**src/rtl/fwd_hazard_if.sv**
```systemverilog
// Operand-forwarding / load-use hazard bus between the ID stage and fwd_hazard_unit.
// The master drives ID-stage metadata; the slave returns forwarding selects and stall.
interface fwd_hazard_if #(
  parameter int REG_ADDR_W = 5,
  parameter int CNT_W      = 16
);
  logic                  hold;
  logic                  flush;
  logic                  id_valid;
  logic [REG_ADDR_W-1:0] id_rs1;
  logic [REG_ADDR_W-1:0] id_rs2;
  logic                  id_use_rs1;
  logic                  id_use_rs2;
  logic [REG_ADDR_W-1:0] id_rd;
  logic                  id_reg_write;
  logic                  id_mem_read;
  logic [1:0]            fwd_a;
  logic [1:0]            fwd_b;
  logic                  stall;
  logic [CNT_W-1:0]      stall_cnt;
  logic [CNT_W-1:0]      fwd_cnt;

  modport master (
    output hold, flush, id_valid, id_rs1, id_rs2, id_use_rs1, id_use_rs2,
           id_rd, id_reg_write, id_mem_read,
    input  fwd_a, fwd_b, stall, stall_cnt, fwd_cnt
  );

  modport slave (
    input  hold, flush, id_valid, id_rs1, id_rs2, id_use_rs1, id_use_rs2,
           id_rd, id_reg_write, id_mem_read,
    output fwd_a, fwd_b, stall, stall_cnt, fwd_cnt
  );
endinterface

```
**src/rtl/fwd_hazard_unit.sv**
```systemverilog
// Forwarding and load-use hazard controller for the 5-stage RV32I pipeline.
// Optional statistics counters are built only when FWD_HAZARD_STATS_EN is defined.
module fwd_hazard_unit #(
  parameter int REG_ADDR_W = 5,
  parameter int CNT_W      = 16
) (
  input  logic         clk,
  input  logic         rst_n,
  fwd_hazard_if.slave  hz
);

  typedef enum logic [1:0] {
    FWD_RF = 2'b00,
    FWD_WB = 2'b01,
    FWD_EX = 2'b10
  } fwd_sel_e;

  logic                  ex_v, ex_wr, ex_ld;
  logic [REG_ADDR_W-1:0] ex_rd;
  logic                  mem_v, mem_wr;
  logic [REG_ADDR_W-1:0] mem_rd;
  fwd_sel_e              fwd_a_q, fwd_b_q, fwd_a_d, fwd_b_d;

  logic ex_hit1, ex_hit2, mem_hit1, mem_hit2;
  logic load_use, bubble;

  // A hit means the slot writes a non-x0 register that ID actually reads.
  always_comb begin
    ex_hit1  = hz.id_use_rs1 && ex_v  && ex_wr  && (ex_rd  == hz.id_rs1) && (hz.id_rs1 != '0);
    ex_hit2  = hz.id_use_rs2 && ex_v  && ex_wr  && (ex_rd  == hz.id_rs2) && (hz.id_rs2 != '0);
    mem_hit1 = hz.id_use_rs1 && mem_v && mem_wr && (mem_rd == hz.id_rs1) && (hz.id_rs1 != '0);
    mem_hit2 = hz.id_use_rs2 && mem_v && mem_wr && (mem_rd == hz.id_rs2) && (hz.id_rs2 != '0);
    load_use = hz.id_valid && ex_ld && (ex_hit1 || ex_hit2);
    bubble   = hz.flush || load_use || !hz.id_valid;
  end

  always_comb begin
    fwd_a_d = FWD_RF;
    fwd_b_d = FWD_RF;
    if (!bubble) begin
      if (ex_hit1)       fwd_a_d = FWD_EX;
      else if (mem_hit1) fwd_a_d = FWD_WB;
      if (ex_hit2)       fwd_b_d = FWD_EX;
      else if (mem_hit2) fwd_b_d = FWD_WB;
    end
  end

  always_ff @(posedge clk or negedge rst_n) begin
    if (!rst_n) begin
      ex_v    <= 1'b0;
      ex_wr   <= 1'b0;
      ex_ld   <= 1'b0;
      ex_rd   <= '0;
      mem_v   <= 1'b0;
      mem_wr  <= 1'b0;
      mem_rd  <= '0;
      fwd_a_q <= FWD_RF;
      fwd_b_q <= FWD_RF;
    end else if (!hz.hold) begin
      mem_v  <= ex_v;
      mem_wr <= ex_wr;
      mem_rd <= ex_rd;
      if (bubble) begin
        ex_v  <= 1'b0;
        ex_wr <= 1'b0;
        ex_ld <= 1'b0;
        ex_rd <= '0;
      end else begin
        ex_v  <= 1'b1;
        ex_wr <= hz.id_reg_write;
        ex_ld <= hz.id_mem_read;
        ex_rd <= hz.id_rd;
      end
      fwd_a_q <= fwd_a_d;
      fwd_b_q <= fwd_b_d;
    end
  end

  assign hz.fwd_a = fwd_a_q;
  assign hz.fwd_b = fwd_b_q;
  assign hz.stall = load_use;

`ifdef FWD_HAZARD_STATS_EN
  logic [CNT_W-1:0] stall_cnt_q, fwd_cnt_q;

  always_ff @(posedge clk or negedge rst_n) begin
    if (!rst_n) begin
      stall_cnt_q <= '0;
      fwd_cnt_q   <= '0;
    end else if (!hz.hold) begin
      if (load_use && (stall_cnt_q != '1))
        stall_cnt_q <= stall_cnt_q + 1'b1;
      // One count per cycle even when both operands forward.
      if (((fwd_a_d != FWD_RF) || (fwd_b_d != FWD_RF)) && (fwd_cnt_q != '1))
        fwd_cnt_q <= fwd_cnt_q + 1'b1;
    end
  end

  assign hz.stall_cnt = stall_cnt_q;
  assign hz.fwd_cnt   = fwd_cnt_q;
`else
  localparam logic [CNT_W-1:0] CNT_ZERO = '0;

  assign hz.stall_cnt = CNT_ZERO;
  assign hz.fwd_cnt   = CNT_ZERO;
`endif

endmodule

```
**src/flat_wrapper.sv**
```systemverilog
// flat-port wrapper written by rule: the top's interface ports become plain ports
module fwd_hazard_unit_flat 
#(
  parameter int REG_ADDR_W = 5,
  parameter int CNT_W      = 16
)
  (clk, rst_n, hz_hold, hz_flush, hz_id_valid, hz_id_rs1, hz_id_rs2, hz_id_use_rs1, hz_id_use_rs2, hz_id_rd, hz_id_reg_write, hz_id_mem_read, hz_fwd_a, hz_fwd_b, hz_stall, hz_stall_cnt, hz_fwd_cnt);
  fwd_hazard_if #(.REG_ADDR_W(REG_ADDR_W), .CNT_W(CNT_W)) hz_i ();
  input  logic clk;
  input  logic rst_n;
  input wire logic [$bits(hz_i.hold)-1:0] hz_hold;
  input wire logic [$bits(hz_i.flush)-1:0] hz_flush;
  input wire logic [$bits(hz_i.id_valid)-1:0] hz_id_valid;
  input wire logic [$bits(hz_i.id_rs1)-1:0] hz_id_rs1;
  input wire logic [$bits(hz_i.id_rs2)-1:0] hz_id_rs2;
  input wire logic [$bits(hz_i.id_use_rs1)-1:0] hz_id_use_rs1;
  input wire logic [$bits(hz_i.id_use_rs2)-1:0] hz_id_use_rs2;
  input wire logic [$bits(hz_i.id_rd)-1:0] hz_id_rd;
  input wire logic [$bits(hz_i.id_reg_write)-1:0] hz_id_reg_write;
  input wire logic [$bits(hz_i.id_mem_read)-1:0] hz_id_mem_read;
  output wire logic [$bits(hz_i.fwd_a)-1:0] hz_fwd_a;
  output wire logic [$bits(hz_i.fwd_b)-1:0] hz_fwd_b;
  output wire logic [$bits(hz_i.stall)-1:0] hz_stall;
  output wire logic [$bits(hz_i.stall_cnt)-1:0] hz_stall_cnt;
  output wire logic [$bits(hz_i.fwd_cnt)-1:0] hz_fwd_cnt;
  assign hz_i.hold = hz_hold;
  assign hz_i.flush = hz_flush;
  assign hz_i.id_valid = hz_id_valid;
  assign hz_i.id_rs1 = hz_id_rs1;
  assign hz_i.id_rs2 = hz_id_rs2;
  assign hz_i.id_use_rs1 = hz_id_use_rs1;
  assign hz_i.id_use_rs2 = hz_id_use_rs2;
  assign hz_i.id_rd = hz_id_rd;
  assign hz_i.id_reg_write = hz_id_reg_write;
  assign hz_i.id_mem_read = hz_id_mem_read;
  assign hz_fwd_a = hz_i.fwd_a;
  assign hz_fwd_b = hz_i.fwd_b;
  assign hz_stall = hz_i.stall;
  assign hz_stall_cnt = hz_i.stall_cnt;
  assign hz_fwd_cnt = hz_i.fwd_cnt;
  fwd_hazard_unit #(.REG_ADDR_W(REG_ADDR_W), .CNT_W(CNT_W)) u_core (.clk(clk), .rst_n(rst_n), .hz(hz_i));
endmodule
```
**config.mk**
```make
export PLATFORM = sky130hd
export DESIGN_NAME = fwd_hazard_unit_flat
export DESIGN_NICKNAME = d
export VERILOG_FILES = /design/src/rtl/fwd_hazard_if.sv /design/src/rtl/fwd_hazard_unit.sv /design/src/flat_wrapper.sv
export SDC_FILE = /design/constraint.sdc
export NUM_CORES = 1
export LEC_CHECK = 0
export BUFFER_PORTS_ARGS = -buffer_cell sky130_fd_sc_hd__buf_4
export CAP_MARGIN = 0
export CORE_UTILIZATION = 40
export DETAILED_ROUTE_END_ITERATION = 10
export GPL_TIMING_DRIVEN = 0
export PLACE_DENSITY = 0.84
export SETUP_SLACK_MARGIN = 0.1
export SLEW_MARGIN = 20
export SYNTH_ARGS = -nofsm -noshare
export SYNTH_HDL_FRONTEND = slang
export SYNTH_SLANG_ARGS = --single-unit
```
**constraint.sdc**
```tcl
create_clock -name clk -period 1.8 [get_ports clk]
set_input_delay 0.36 -clock clk [delete_from_list [all_inputs] [get_ports clk]]
set_output_delay 0.36 -clock clk [all_outputs]
set_load 0.005 [all_outputs]
```
==> results by stage, run 1 <==
Run status:
- The flow ran to the end, but the final reports show violations.
- The final reports fail on setup timing.

Synth:
- Summing the sequential cell areas from Yosys gives 36.5% of the chip area.
- The total of warnings raised by yosys is 0.
- Synthesis produced 141 cells.
- In this run the cell area of the synthesized design comes to 1300 sq um.
- In this run the mean area of a mapped cell was 9.24 sq um.
- The number of distinct standard cells referenced by the synthesized netlist is 26.
- After synthesis the netlist holds a flip-flop and latch count of 19.

Finish:
- The signed area change from the synthesized netlist to the final layout is 36.0%.
- 0 antenna diodes ended up in the layout.
- The cell area after layout is 1770 sq um.
- The finished layout holds 255 standard cells, fillers aside.
- The layout net count is 236.
- The post-route netlist has 38.9% of its cells at a drive strength greater than 1.

GRT:
- The initial antenna violation count is 0.
- The first global-routing pass estimated 4230 microns of wire.
- The number of global-route vias before repair is 985.
- Global routing used 16.2% of the available tracks across all layers.
- The residual overflow from global routing is 0.
- The pin count of the biggest net entering global routing is 20.

Worst hold path:
- The worst hold path terminates at u_core.ex_rd[1].
- The path class of the lowest-slack min-delay path is primary input to flop.
- The cell depth of the worst hold path is 3.
- The worst hold path startpoint is hz_id_rd[1].

Pwr:
- The total power density per cell area is 518 nW/um^2.
- The switching fraction of total power is 27.6%.
- The final total power is 917 uW.
- The power spent charging and discharging nets is 253 uW.
- The share of power burned in the clock network is 23.3%.
- The internal portion of the total power is 664 uW.
- For this design the static power due to leakage is 0.000945 uW.
- Sequential cells burn 51.6% of the power.
- VDD sags by at most 0.226 mV.
- The logic gate share of total power is 25.1%.

Drt:
- The count of routing violations after the opening detailed-route iteration is 12.
- Detailed routing inserted a total of 1054 vias.
- In the final routed layout, each cell accounts on average for 10.2 microns.
- The first detailed-routing pass ran for 6 iterations.
- The post-detailed-route DRC marker count is 0.
- After detailed routing, the number of vias per cell comes to 4.13.
- The wire length reported by the detailed router is 2590 microns.
- Once detail routing completed, the nets flagged for antenna violations numbered 0.

Clock network:
- The maximum root-to-sink buffer count is 2.
- In this run, CTS created clock tree buffers numbering 3.
- The number of sinks handled by clock tree synthesis is 19.
- The clock reaches the later pin of the worst-skew pair after 290 ps.
- The clock-pin slew on the worst setup and hold paths is 110 ps.
- TritonCTS built the clock tree.
- The buffer cell driving the clock tree root is sky130_fd_sc_hd__clkbuf_4.
- The CTS H-tree depth is 1.

STA:
- Setup repair after global routing could not meet its margin everywhere.
- The worst clock skew is 0.863 ps.
- Summed over all failing endpoints, the final setup total negative slack is -444 ps.
- Setup violations remaining at the end of the flow were counted as 1.
- The tightest slew margin relative to the limit is 64.5%.
- The number of failing hold endpoints at the final stage was 0.
- The actual slew at the worst max-slew pin is 532 ps.
- The minimum period implied by the final worst setup slack is 2240 ps.
- In the post-route analysis, the smallest setup slack over all paths is -444 ps.
- The fmax is 446 MHz.
- The count of final max-slew check failures was 0.
- Of the available clock period, the critical path in the final layout requires 125%.

Placed design:
- In this run, placement finished with an instance count of 244.
- The count of input and output buffers is 28.
- Summing all placed instances gives a cell area of 1680 sq um.
- The last weighted congestion value of the routability-driven placer is 0.843.
- The estimated wirelength of the detail-placed design is 2020 microns.
- The pre-CTS setup slack is -432 ps.

Floorplanning:
- The placeable core region is 3080 sq um.
- The count of pins on the block boundary is 61.
- After floorplanning, the core was divided into 20 placement rows.
- In this run the horizontal extent of the chip is 59.1 microns.
- The floorplan die area is 3490 sq um.
- The y dimension of the die is 59.1 microns.
- For this configuration, the core starts out at a cell density of 42.3%.

Setup path:
- The endpoint of the worst-slack reg-to-reg timing path is u_core.ex_rd[2].
- Data on the critical path is required at its endpoint by 1440 ps.
- Data arrives at the worst endpoint at 1880 ps.
- The worst register-to-register path begins at u_core.ex_rd[1].
- The startpoint type of the worst setup path is a flop.
- The reg-to-reg setup timing slack is 60 ps.
- The number of cells on the worst reg-to-reg path is 6.
- The worst setup path is of the flop to output port kind.
- The maximum fanout count along the critical path is 2.
- STA classifies the critical path endpoint as an output port.

Flow run:
- Max-cap violations in this run came to 0.
routing by layer:
layer | track usage (%) | vias to the layer above | wire (microns)
li1 | - | 542 | -
met1 | 20.0 | 481 | 1160
met2 | 28.1 | 29 | 1320
met3 | 2.84 | 2 | 80
met4 | 6.12 | 0 | 27
met5 | 0 | - | 0
cell usage in the layout, fill, tap and decap left out:
| cell type | instances |
|---|---|
| sky130_fd_sc_hd__nor4_1 | 1 |
| sky130_fd_sc_hd__nor3b_2 | 1 |
| sky130_fd_sc_hd__a211oi_4 | 1 |
| sky130_fd_sc_hd__and4_1 | 1 |
| sky130_fd_sc_hd__nand3_1 | 2 |
| sky130_fd_sc_hd__nand2_1 | 22 |
| sky130_fd_sc_hd__o21ai_0 | 8 |
| sky130_fd_sc_hd__nor2_1 | 9 |
| sky130_fd_sc_hd__nand4_2 | 1 |
| sky130_fd_sc_hd__a22o_1 | 2 |
| sky130_fd_sc_hd__buf_4 | 66 |
| sky130_fd_sc_hd__clkinv_2 | 1 |
| sky130_fd_sc_hd__nor4_2 | 1 |
| sky130_fd_sc_hd__and3_1 | 2 |
| sky130_fd_sc_hd__o31ai_1 | 1 |
| sky130_fd_sc_hd__clkbuf_4 | 3 |
| sky130_fd_sc_hd__xor2_1 | 13 |
| sky130_fd_sc_hd__inv_1 | 1 |
| sky130_fd_sc_hd__nand3_2 | 1 |
| sky130_fd_sc_hd__buf_1 | 1 |
| sky130_fd_sc_hd__mux2_2 | 7 |
| sky130_fd_sc_hd__dfrtp_1 | 19 |
| sky130_fd_sc_hd__and2_1 | 1 |
| sky130_fd_sc_hd__o41ai_1 | 1 |
| sky130_fd_sc_hd__dlygate4sd3_1 | 1 |
| sky130_fd_sc_hd__conb_1 | 32 |
| sky130_fd_sc_hd__nand4_1 | 1 |
| sky130_fd_sc_hd__nor3_1 | 3 |
| sky130_fd_sc_hd__xnor2_1 | 7 |
| sky130_fd_sc_hd__clkbuf_1 | 1 |
per-stage QoR:
stage	hold slack, ps	util, %
after CTS	298	57.2
after floorplan	64.4	-
after detailed placement	245	54.7
final	302	57.6
after global placement	244	54.7
after global routing	299	57.6
cell usage after synthesis:
library cell	n	area share, %
sky130_fd_sc_hd__nand4_2	1	0.96
sky130_fd_sc_hd__o21ai_0	8	3.1
sky130_fd_sc_hd__conb_1	1	0.29
sky130_fd_sc_hd__a22o_1	2	1.3
sky130_fd_sc_hd__nor4_2	1	0.96
sky130_fd_sc_hd__clkbuf_1	1	0.29
sky130_fd_sc_hd__nand4_1	1	0.48
sky130_fd_sc_hd__nand2_1	22	6.3
sky130_fd_sc_hd__o41ai_1	1	0.67
sky130_fd_sc_hd__nand3_1	3	1.2
sky130_fd_sc_hd__xor2_1	13	8.7
sky130_fd_sc_hd__a211oi_4	1	1.5
sky130_fd_sc_hd__mux2_2	7	6.1
sky130_fd_sc_hd__inv_1	1	0.29
sky130_fd_sc_hd__nor3_1	3	1.2
sky130_fd_sc_hd__o31ai_1	1	0.58
sky130_fd_sc_hd__nor3b_2	1	0.96
sky130_fd_sc_hd__buf_1	1	0.29
sky130_fd_sc_hd__and4_1	1	0.67
sky130_fd_sc_hd__buf_4	32	18
sky130_fd_sc_hd__and2_1	1	0.48
sky130_fd_sc_hd__xnor2_1	7	4.7
sky130_fd_sc_hd__nor4_1	1	0.48
sky130_fd_sc_hd__nor2_1	9	2.6
sky130_fd_sc_hd__and3_1	2	0.96
sky130_fd_sc_hd__dfrtp_1	19	37
what timing repair did:
action                                 CTS  global route
pin swaps                                6             6
buffers inserted                         5             1
resized for setup                        0             1
endpoints found under the hold margin   19             0
setup endpoints to repair                9             9
hold buffers                             1             0
cells by family after synthesis:
family,count (synthesis),synth area share (%)
xor+xnor,20,13.4
flops,19,36.5
mux,7,6.05
buf+inv,35,19.3
other cells,1,0.288
compound gates,13,7.21
simple gates,46,17.2
sequential cells by signal (all words and copies together), names as in the netlist:
signal / flops
u_core.ex_wr: 1
u_core.hz.fwd_b: 2
u_core.ex_ld: 1
u_core.ex_rd: 5
u_core.ex_v: 1
u_core.mem_rd: 5
u_core.hz.fwd_a: 2
u_core.mem_wr: 1
u_core.mem_v: 1
worst max-delay path by stage:
| stage | end | slack (ps) | startpoint |
|---|---|---|---|
| 4_1_cts | hz_stall | -510 | u_core.ex_rd[0] |
| 5_1_grt | hz_stall | -550 | u_core.ex_rd[1] |
| 2_1_floorplan | hz_stall | -70 | u_core.ex_rd[4] |
| 3_3_place_gp | hz_stall | -410 | hz_id_rs1[4] |
| 6_report | hz_stall | -440 | u_core.ex_rd[1] |
| 3_5_place_dp | hz_stall | -430 | hz_id_rs1[4] |
layout make-up:
class	count	area (sq um)
fillers	294	1310
inverters	1	3.75
clock inverters	1	5.00
plain buffers	34	248
repair buffers	35	265
flip-flops and latches	19	475
clock buffers	3	22.5
well taps	44	55.1
multi-input cells	118	697
power groups by stage:
stage	clock, uW	sequential [uW]	combinational [uW]
2_1_floorplan	0	476	143
3_3_place_gp	0	482	209
3_5_place_dp	0	484	213
4_1_cts	218	473	227
5_1_grt	233	476	257
6_report	214	474	230
critical path, cell delays in order, from the launching register on:
cell,delay (ps)
sky130_fd_sc_hd__dfrtp_1,430
sky130_fd_sc_hd__xor2_1,160
sky130_fd_sc_hd__nor4_2,300
sky130_fd_sc_hd__nand4_2,180
sky130_fd_sc_hd__a211oi_4,260
sky130_fd_sc_hd__and2_1,160
sky130_fd_sc_hd__buf_4,100
Power figures use the tool's default switching activity.
==> run 2: changes to the inputs <==
ABC_AREA = 1   (was default)
PLACE_DENSITY = 0.82   (was 0.84)
==> run 2 against run 1 <==
Against the previous run:
- the flow still finishes with violations (setup timing)
- synthesized cell count up 56%
- design area grew 13%
- hold slack better by 22 ps
- first-iteration DRC count grew to 3.8 times the previous value
- total power is 13% higher
- synthesized area up 15%
- die area grew 14%
- sequential share of layout area is 3.0 points lower
- maximum frequency is 19% higher
- utilization is 0.34 points higher
- largest cell class unchanged
==> results by stage, run 2 <==
Run status:
- The flow ran to the end, but the final reports show violations.
- The final reports fail on setup timing.

Clock network:
- The buffer cell driving the clock tree root is sky130_fd_sc_hd__clkbuf_8.
- The clock latency at the later pin of the worst-skew pair is 250 ps (-40 ps).
- The CTS H-tree depth is 1 (unchanged).
- The total clock buffers created by CTS is 3 (unchanged).
- TritonCTS built the clock tree.
- The maximum root-to-sink buffer count is 2 (unchanged).
- The clock-pin slew on the worst setup and hold paths is 70 ps (-40 ps).
- The number of sinks handled by clock tree synthesis is 19 (unchanged).

Synth:
- The portion of synthesized cell area occupied by the leading cell type is 31.8% (-4.7 points).
- The fraction of registers with async set/reset came to 100% (unchanged).
- The number of enable flip-flop cells after synthesis came to 0 (unchanged).
- Sorting the synthesized cells by how often they occur yields sky130_fd_sc_hd__nand2_1, sky130_fd_sc_hd__buf_4, sky130_fd_sc_hd__inv_1.
- The total of warnings raised by yosys is 0 (unchanged).
- Among all flip-flop cells after synthesis, the most frequent one is sky130_fd_sc_hd__dfrtp_1.
- The gate count of the mapped netlist is 220 (+56%).
- The number of distinct standard cells referenced by the synthesized netlist is 19 (-27%).
- The largest area contributor in the netlist is sky130_fd_sc_hd__dfrtp_1.
- The synthesized area is 1500 sq um (+15%).
- Yosys instantiated no cell more often than sky130_fd_sc_hd__nand2_1.
- The sequential cell area fraction in the yosys report came to 31.8% (-4.7 points).
- The number of flip-flops and latches in the synthesized netlist is 19 (unchanged).
- By area the synthesized netlist is led by sky130_fd_sc_hd__dfrtp_1, sky130_fd_sc_hd__nand2_1, sky130_fd_sc_hd__buf_4, sky130_fd_sc_hd__xnor2_1, sky130_fd_sc_hd__inv_1.
- The average cell area after synthesis is 6.80 sq um (-26%).

Setup path:
- The nature of the critical path endpoint is an output port.
- The worst setup path is launched from a flop.
- The signal on the critical path passes through buf_6, xnor2_2, nand2_1, nor2_1, nand2_1, nand2_1, nand2_2, buf_6, inv_2, buf_6.
- The largest delay contributor family on the critical path is flip-flops.
- The critical register-to-register path startpoint is u_core.ex_rd[1].
- The buffering stage count on the worst path with inverters included is 4 (+3).
- The beginning of the critical path is u_core.ex_rd[1].
- The maximum fanout count along the critical path is 4 (+2).
- The data arrival time of the critical path is 1530 ps (-350 ps).
- The data required time of the critical path is 1440 ps (about the same).
- The instance count on the critical path is 10 (+4).
- The maximum single-stage delay on the critical path is 390 ps (-40 ps).
- The endpoint of the worst-slack reg-to-reg timing path is u_core.ex_rd[1].
- The length in cells of the worst reg-to-reg path was 11 (+5).
- The reg-to-reg setup timing slack came to 240 ps (+180 ps).
- The master of the slowest instance on the critical path is sky130_fd_sc_hd__dfrtp_1.
- The most critical setup path has its endpoint at hz_stall.
- The worst setup path category is flop to output port.

Drt:
- The post-route met1 wirelength was 1370 microns (+17%).
- The wire length reported by the detailed router is 3210 microns (+24%).
- The detailed-route wire length per cell came to 9.55 microns (-6.1%).
- The sum of met3 wire segment lengths after detailed routing came to 191 microns (+140%).
- The first-pass iteration count of the detailed router is 4 (-2).
- The count of routing violations after the opening detailed-route iteration came to 45 (+33).
- The highest metal layer carrying signal wires in the routed design is met4.
- The post-detailed-route DRC marker count came to 0 (unchanged).
- The total met2 wirelength after detailed routing is 1620 microns (+23%).
- The count of vias placed by the detailed router is 1379 (+31%).
- The remaining number of nets flagged by the antenna check after routing is 0 (unchanged).
- The number of vias per cell after detailed routing is 4.10 (-0.71%).

STA:
- The worst setup slack after layout is -89.9 ps (+354 ps).
- The fmax is 529 MHz (+19%).
- The minimum period implied by the final worst setup slack is 1890 ps (-354 ps).
- The count of final max-slew check failures was 0 (unchanged).
- Setup repair after global routing could not meet its margin everywhere.
- The count of endpoints failing setup in the final report came to 1 (unchanged).
- The worst clock skew is 2.77 ps (+1.90 ps).
- The number of failing hold endpoints at the final stage is 0 (unchanged).
- The share of the clock period used by the worst path came to 105% (-20 points).

GRT:
- The initial antenna violation count is 0 (unchanged).
- The global router's overall resource usage is 16.7% (+0.54 points).
- The residual overflow from global routing is 0 (unchanged).
- The number of global-route vias before repair is 1292 (+31%).
- The pin count of the biggest net entering global routing is 20 (unchanged).
- The global-route wire length before repair came to 5300 microns (+25%).

Finish:
- In the final layout, the registers with the most flip-flops are u_core.ex_rd: 5 flops, u_core.mem_rd: 5 flops.
- The cell area after layout is 2010 sq um (+13%).
- The layout net count was 315 (+33%).
- The number of antenna repair diodes is 0 (unchanged).
- The leading cell type in the layout, fill and taps excluded is sky130_fd_sc_hd__nand2_1.
- The total of fill cells in the finished design came to 333 (+13%).
- The signed area change from the synthesized netlist to the final layout is 34.3%.
- The fraction of layout instances using a drive strength above 1 is 29.0% (-9.9 points).
- The share of the core filled with cells is 57.9% (+0.34 points).
- In the layout the commonest cells are sky130_fd_sc_hd__nand2_1, sky130_fd_sc_hd__buf_4, sky130_fd_sc_hd__conb_1.

Placed design:
- The estimated wirelength of the detail-placed design is 2550 microns (+26%).
- The total placed instance area is 1870 sq um (+11%).
- The count of input and output buffers is 27 (-3.6%).
- The pre-CTS setup slack is -5.50 ps (+427 ps).
- The last weighted congestion value of the routability-driven placer was 0.892 (+5.8%).

Pwr:
- The largest vdd supply drop is 0.366 mV (+62%).
- The static leakage power is 0.00118 uW (+25%).
- The total power density per cell area is 515 nW/um^2 (-0.62%).

Floorplanning:
- The starting density of the core is 43.1% (+0.79 points).
- The width of the chip is 63.1 microns (+6.9%).
- The floorplan die area is 3990 sq um (+14%).
- The standard-cell row count is 21 (+5.0%).
- The count of pins on the block boundary came to 61 (unchanged).
- The y dimension of the die is 63.1 microns (+6.9%).
- The placeable core region is 3470 sq um (+13%).

Worst hold path:
- The worst hold path startpoint is hz_id_reg_write.
- The path class of the lowest-slack min-delay path is primary input to flop.

Flow run:
- The number of max-cap violations is 0 (unchanged).
-- run 2: worst min-delay path by stage --
stage / cells past startpoint / to / slack (ps)
detailed placement: 1 / u_core.mem_v / 250
global placement: 1 / u_core.ex_rd[3] / 240
finish: 3 / u_core.ex_wr / 320
floorplan: 0 / u_core.ex_ld / 60
global route: 3 / u_core.ex_wr / 340
CTS: 3 / u_core.ex_rd[4] / 330
-- run 2: final cells by class --
type                    instances  area, sq um  share of cell area, %
plain buffers                  38          289                   14.4
clock buffers                   4         45.0                   2.24
inverters                      24         90.1                   4.49
multi-input cells             170          779                   38.8
flip-flops and latches         19          478                   23.8
well taps                      46         57.6                   2.87
repair buffers                 35          269                   13.4
-- run 2: tightest hold or removal path, cell delays in order --
cell                      delay [ps]
sky130_fd_sc_hd__buf_4            80
sky130_fd_sc_hd__nand3_1          60
sky130_fd_sc_hd__nand2_1          50
-- run 2: cells by family after synthesis --
group / share of synthesized area, %
xor gates and xnor gates: 8.79
and+or+nand+nor: 31.1
buffers and inverters: 25.4
other: 0.251
DFF: 31.8
AOI/OAI and AO/OA: 2.68
-- run 2: what timing repair did --
item | in CTS | in global routing
setup buffers | 5 | 2
hold buffers | 1 | 0
pin swaps | 3 | 2
endpoints found under the hold margin | 19 | 0
gates resized for setup | 3 | 5
setup endpoints to repair | 1 | 1
-- run 2: power by group --
part	total [uW]	internal, uW	switching (uW)	leakage, uW
clock network	291	157	134	0.0000228
registers	471	449	21.5	0.000254
logic	272	145	127	0.000907
total	1030	751	282	0.00118
-- run 2: per-stage QoR --
step	hold slack, ps	instances	TNS (ps)	power, uW
floorplan	64.4	251	0	646
global placement	244	324	0	721
detailed placement	247	324	-5.50	729
CTS	328	334	-96.3	1030
global route	339	336	-201	1100
finish	324	336	-89.9	1030
-- run 2: routing by layer --
metal,vias up,GRT usage (%)
met5,-,0
met4,0,6.69
met3,4,3.26
met2,40,30.9
met1,598,18.4
li1,737,-
==> run 3: changes to the inputs <==
CORE_ASPECT_RATIO = 0.5   (was default)
clock period = 1.6 ns   (was 1.8 ns; I/O delays follow)
==> run 3 against run 2 <==
Against the previous run:
- the flow still finishes with violations (setup timing)
- largest cell class unchanged
- total power grew 14%
- critical endpoint unchanged
- global-route usage shrank 0.22 points
- sequential power grew 13%
- sequential share of layout area shrank 0.31 points
- cell count grew 1.5%
- largest power group unchanged
- utilization grew 0.068 points
==> results by stage, run 3 (synthesized netlist as in run 2, its figures left out) <==
Run status:
- The flow ran to the end, but the final reports show violations.
- The final reports fail on setup timing.

Floorplanning:
- The count of pins on the block boundary was 61 (unchanged).
- The standard-cell row count is 15 (-29%).
- The placeable core region is 3510 sq um (+1.2%).
- The floorplan die area is 4000 sq um (+0.37%).
- The y dimension of the die is 45.2 microns (-28%).
- The width of the chip is 88.5 microns (+40%).
- The starting density of the core is 42.6% (-0.51 points).

Worst hold path:
- The cell depth of the worst hold path is 3 (unchanged).
- The path class of the tightest hold or removal check is primary input to flop.

Finish:
- The fraction of layout instances using a drive strength above 1 came to 31.7% (+2.8 points).
- Leaving out fill and tap cells, the most frequent cell in the layout is sky130_fd_sc_hd__nand2_1.
- The library cells used most frequently in the layout, excluding fill and tap cells, are sky130_fd_sc_hd__nand2_1, sky130_fd_sc_hd__buf_4, sky130_fd_sc_hd__conb_1.
- The layout net count is 315 (unchanged).
- The share of the core filled with cells is 58.0% (+0.068 points).
- The number of antenna repair diodes came to 0 (unchanged).
- Compared with the post-synthesis result, the final layout area differs by 36.1%.
- In the final layout, the registers with the most flip-flops are u_core.ex_rd: 5 flops, u_core.mem_rd: 5 flops.

Setup path:
- The worst setup path category is flop to output port.
- The worst setup path is launched from a flop.
- The maximum fanout count along the critical path is 4 (unchanged).
- The data required time of the critical path came to 1280 ps (-160 ps).
- The length in cells of the worst reg-to-reg path was 12 (+1).
- The nature of the critical path endpoint is an output port.
- The data arrival time of the critical path is 1520 ps (about the same).

Clock network:
- The number of sinks handled by clock tree synthesis is 19 (unchanged).
- The clock latency at the later pin of the worst-skew pair is 250 ps (about the same).
- The total clock buffers created by CTS is 3 (unchanged).
- The clock-pin slew on the worst setup and hold paths was 70 ps (about the same).
- TritonCTS built the clock tree.
- CTS placed an instance of sky130_fd_sc_hd__clkbuf_8 at the clock tree root.
- The maximum root-to-sink buffer count is 2 (unchanged).
- The CTS H-tree depth came to 1 (unchanged).

STA:
- The worst clock skew came to 1.83 ps (-0.941 ps).
- The count of final max-slew check failures is 0 (unchanged).
- The final-layout setup total negative slack was -243 ps (-153 ps).
- The number of failing hold endpoints at the final stage was 0 (unchanged).
- The worst setup slack after layout is -243 ps (-153 ps).
- Setup repair after global routing could not meet its margin everywhere.
- The minimum period implied by the final worst setup slack is 1840 ps.
- The share of the clock period used by the worst path is 115%.
- The count of endpoints failing setup in the final report is 1 (unchanged).
- The fmax is 543 MHz.

Placed design:
- The last weighted congestion value of the routability-driven placer came to 0.907 (+1.7%).
- The count of input and output buffers is 27 (unchanged).
- The estimated wirelength of the detail-placed design is 2530 microns (-0.80%).
- The pre-CTS setup slack is -118 ps (-112 ps).

Pwr:
- The share of power burned in the clock network is 28.4% (+0.2 points).
- The power spent charging and discharging nets was 327 uW (+16%).
- The fraction of power consumed by sequential logic is 45.3% (-0.3 points).
- The logic gate share of total power is 26.3% (about the same).
- The static leakage power is 0.00118 uW (about the same).
- The final total power is 1170 uW (+14%).
- The largest vdd supply drop is 0.266 mV (-27%).
- The internal power summed over all cells came to 847 uW (+13%).
- The switching fraction of total power is 27.9% (+0.55 points).
- The total power density per cell area was 577 nW/um^2 (+12%).

GRT:
- The pin count of the biggest net entering global routing is 20 (unchanged).
- The global router's overall resource usage is 16.5% (-0.22 points).
- The initial antenna violation count is 0 (unchanged).
- The number of global-route vias before repair came to 1149 (-11%).
- The residual overflow from global routing is 0 (unchanged).
- The global-route wire length before repair is 4930 microns (-6.9%).

Drt:
- The count of vias placed by the detailed router is 1406 (+2.0%).
- The remaining number of nets flagged by the antenna check after routing was 0 (unchanged).
- The post-detailed-route DRC marker count is 0 (unchanged).
- The wire length reported by the detailed router is 3230 microns (+0.72%).
- The number of vias per cell after detailed routing is 4.12 (+0.46%).
- The first-pass iteration count of the detailed router is 4 (unchanged).
- The detailed-route wire length per cell came to 9.48 microns (-0.76%).
- The count of routing violations after the opening detailed-route iteration is 52 (+16%).

Flow run:
- The number of max-cap violations came to 0 (unchanged).
==> run 3: cell counts in the layout (fill, tap and decap cells not counted) <==
No cell type changed its count.
==> run 3: cell type report <==
| type | instances | area, sq um |
|---|---|---|
| well taps | 51 | 63.8 |
| repair buffers | 35 | 269 |
| flip-flops and latches | 19 | 478 |
| fillers | 290 | 1480 |
| multi-input cells | 170 | 800 |
| inverters | 24 | 90.1 |
| plain buffers | 38 | 289 |
| clock buffers | 4 | 45.0 |
==> run 3: worst max-delay path, cell delays in order (launching register included) <==
cell and delay, ps:
sky130_fd_sc_hd__dfrtp_1 440, sky130_fd_sc_hd__inv_2 100, sky130_fd_sc_hd__nand2_1 50, sky130_fd_sc_hd__nand2_1 70, sky130_fd_sc_hd__nand2_2 60, sky130_fd_sc_hd__nor2_1 100, sky130_fd_sc_hd__nand2_1 80, sky130_fd_sc_hd__nand2_1 90
sky130_fd_sc_hd__nand2_2 60, sky130_fd_sc_hd__buf_6 110, sky130_fd_sc_hd__inv_2 40, sky130_fd_sc_hd__buf_6 80
==> run 3: through the flow <==
stage	instances	hold WS [ps]	area, sq um
3_5_place_dp	329	210	1880
6_report	341	292	2030
3_3_place_gp	329	204	1880
5_1_grt	341	300	2030
4_1_cts	337	285	1970
2_1_floorplan	251	24.4	1610
==> run 3: per-layer routing <==
metal	up-vias	share of wire (%)	GRT usage [%]
li1	734	-	-
met1	626	44	20.8
met2	46	50	29.5
met3	0	6.0	2.01
met4	0	0	6.45
met5	-	0	0
==> run 3: power by group through the flow <==
stage | logic (uW) | clock network, uW | registers (uW)
final | 308 | 334 | 532
after CTS | 290 | 339 | 530
after global routing | 348 | 358 | 535
after floorplan | 195 | 0 | 532
after detailed placement | 280 | 0 | 539
after global placement | 274 | 0 | 537
==> run 3: final timing paths <==
check,endpoint,slack (ps),start
max in group asynchronous,u_core.ex_rd[3],900,rst_n
min in group asynchronous,u_core.ex_rd[1],480,rst_n
hold / removal,u_core.ex_wr,290,hz_id_reg_write
hold reg to reg,u_core.mem_v,480,u_core.mem_v
setup / recovery,hz_stall,-240,u_core.ex_rd[4]
setup reg to reg,u_core.hz.fwd_b[1],50,u_core.ex_rd[4]
==> run 3: timing repair <==
item,CTS,global route
buffers inserted,3,5
endpoints found under the setup margin,1,13
pin swaps,6,7
gates resized for setup,6,11
hold endpoints to repair,19,0
hold buffers,1,0
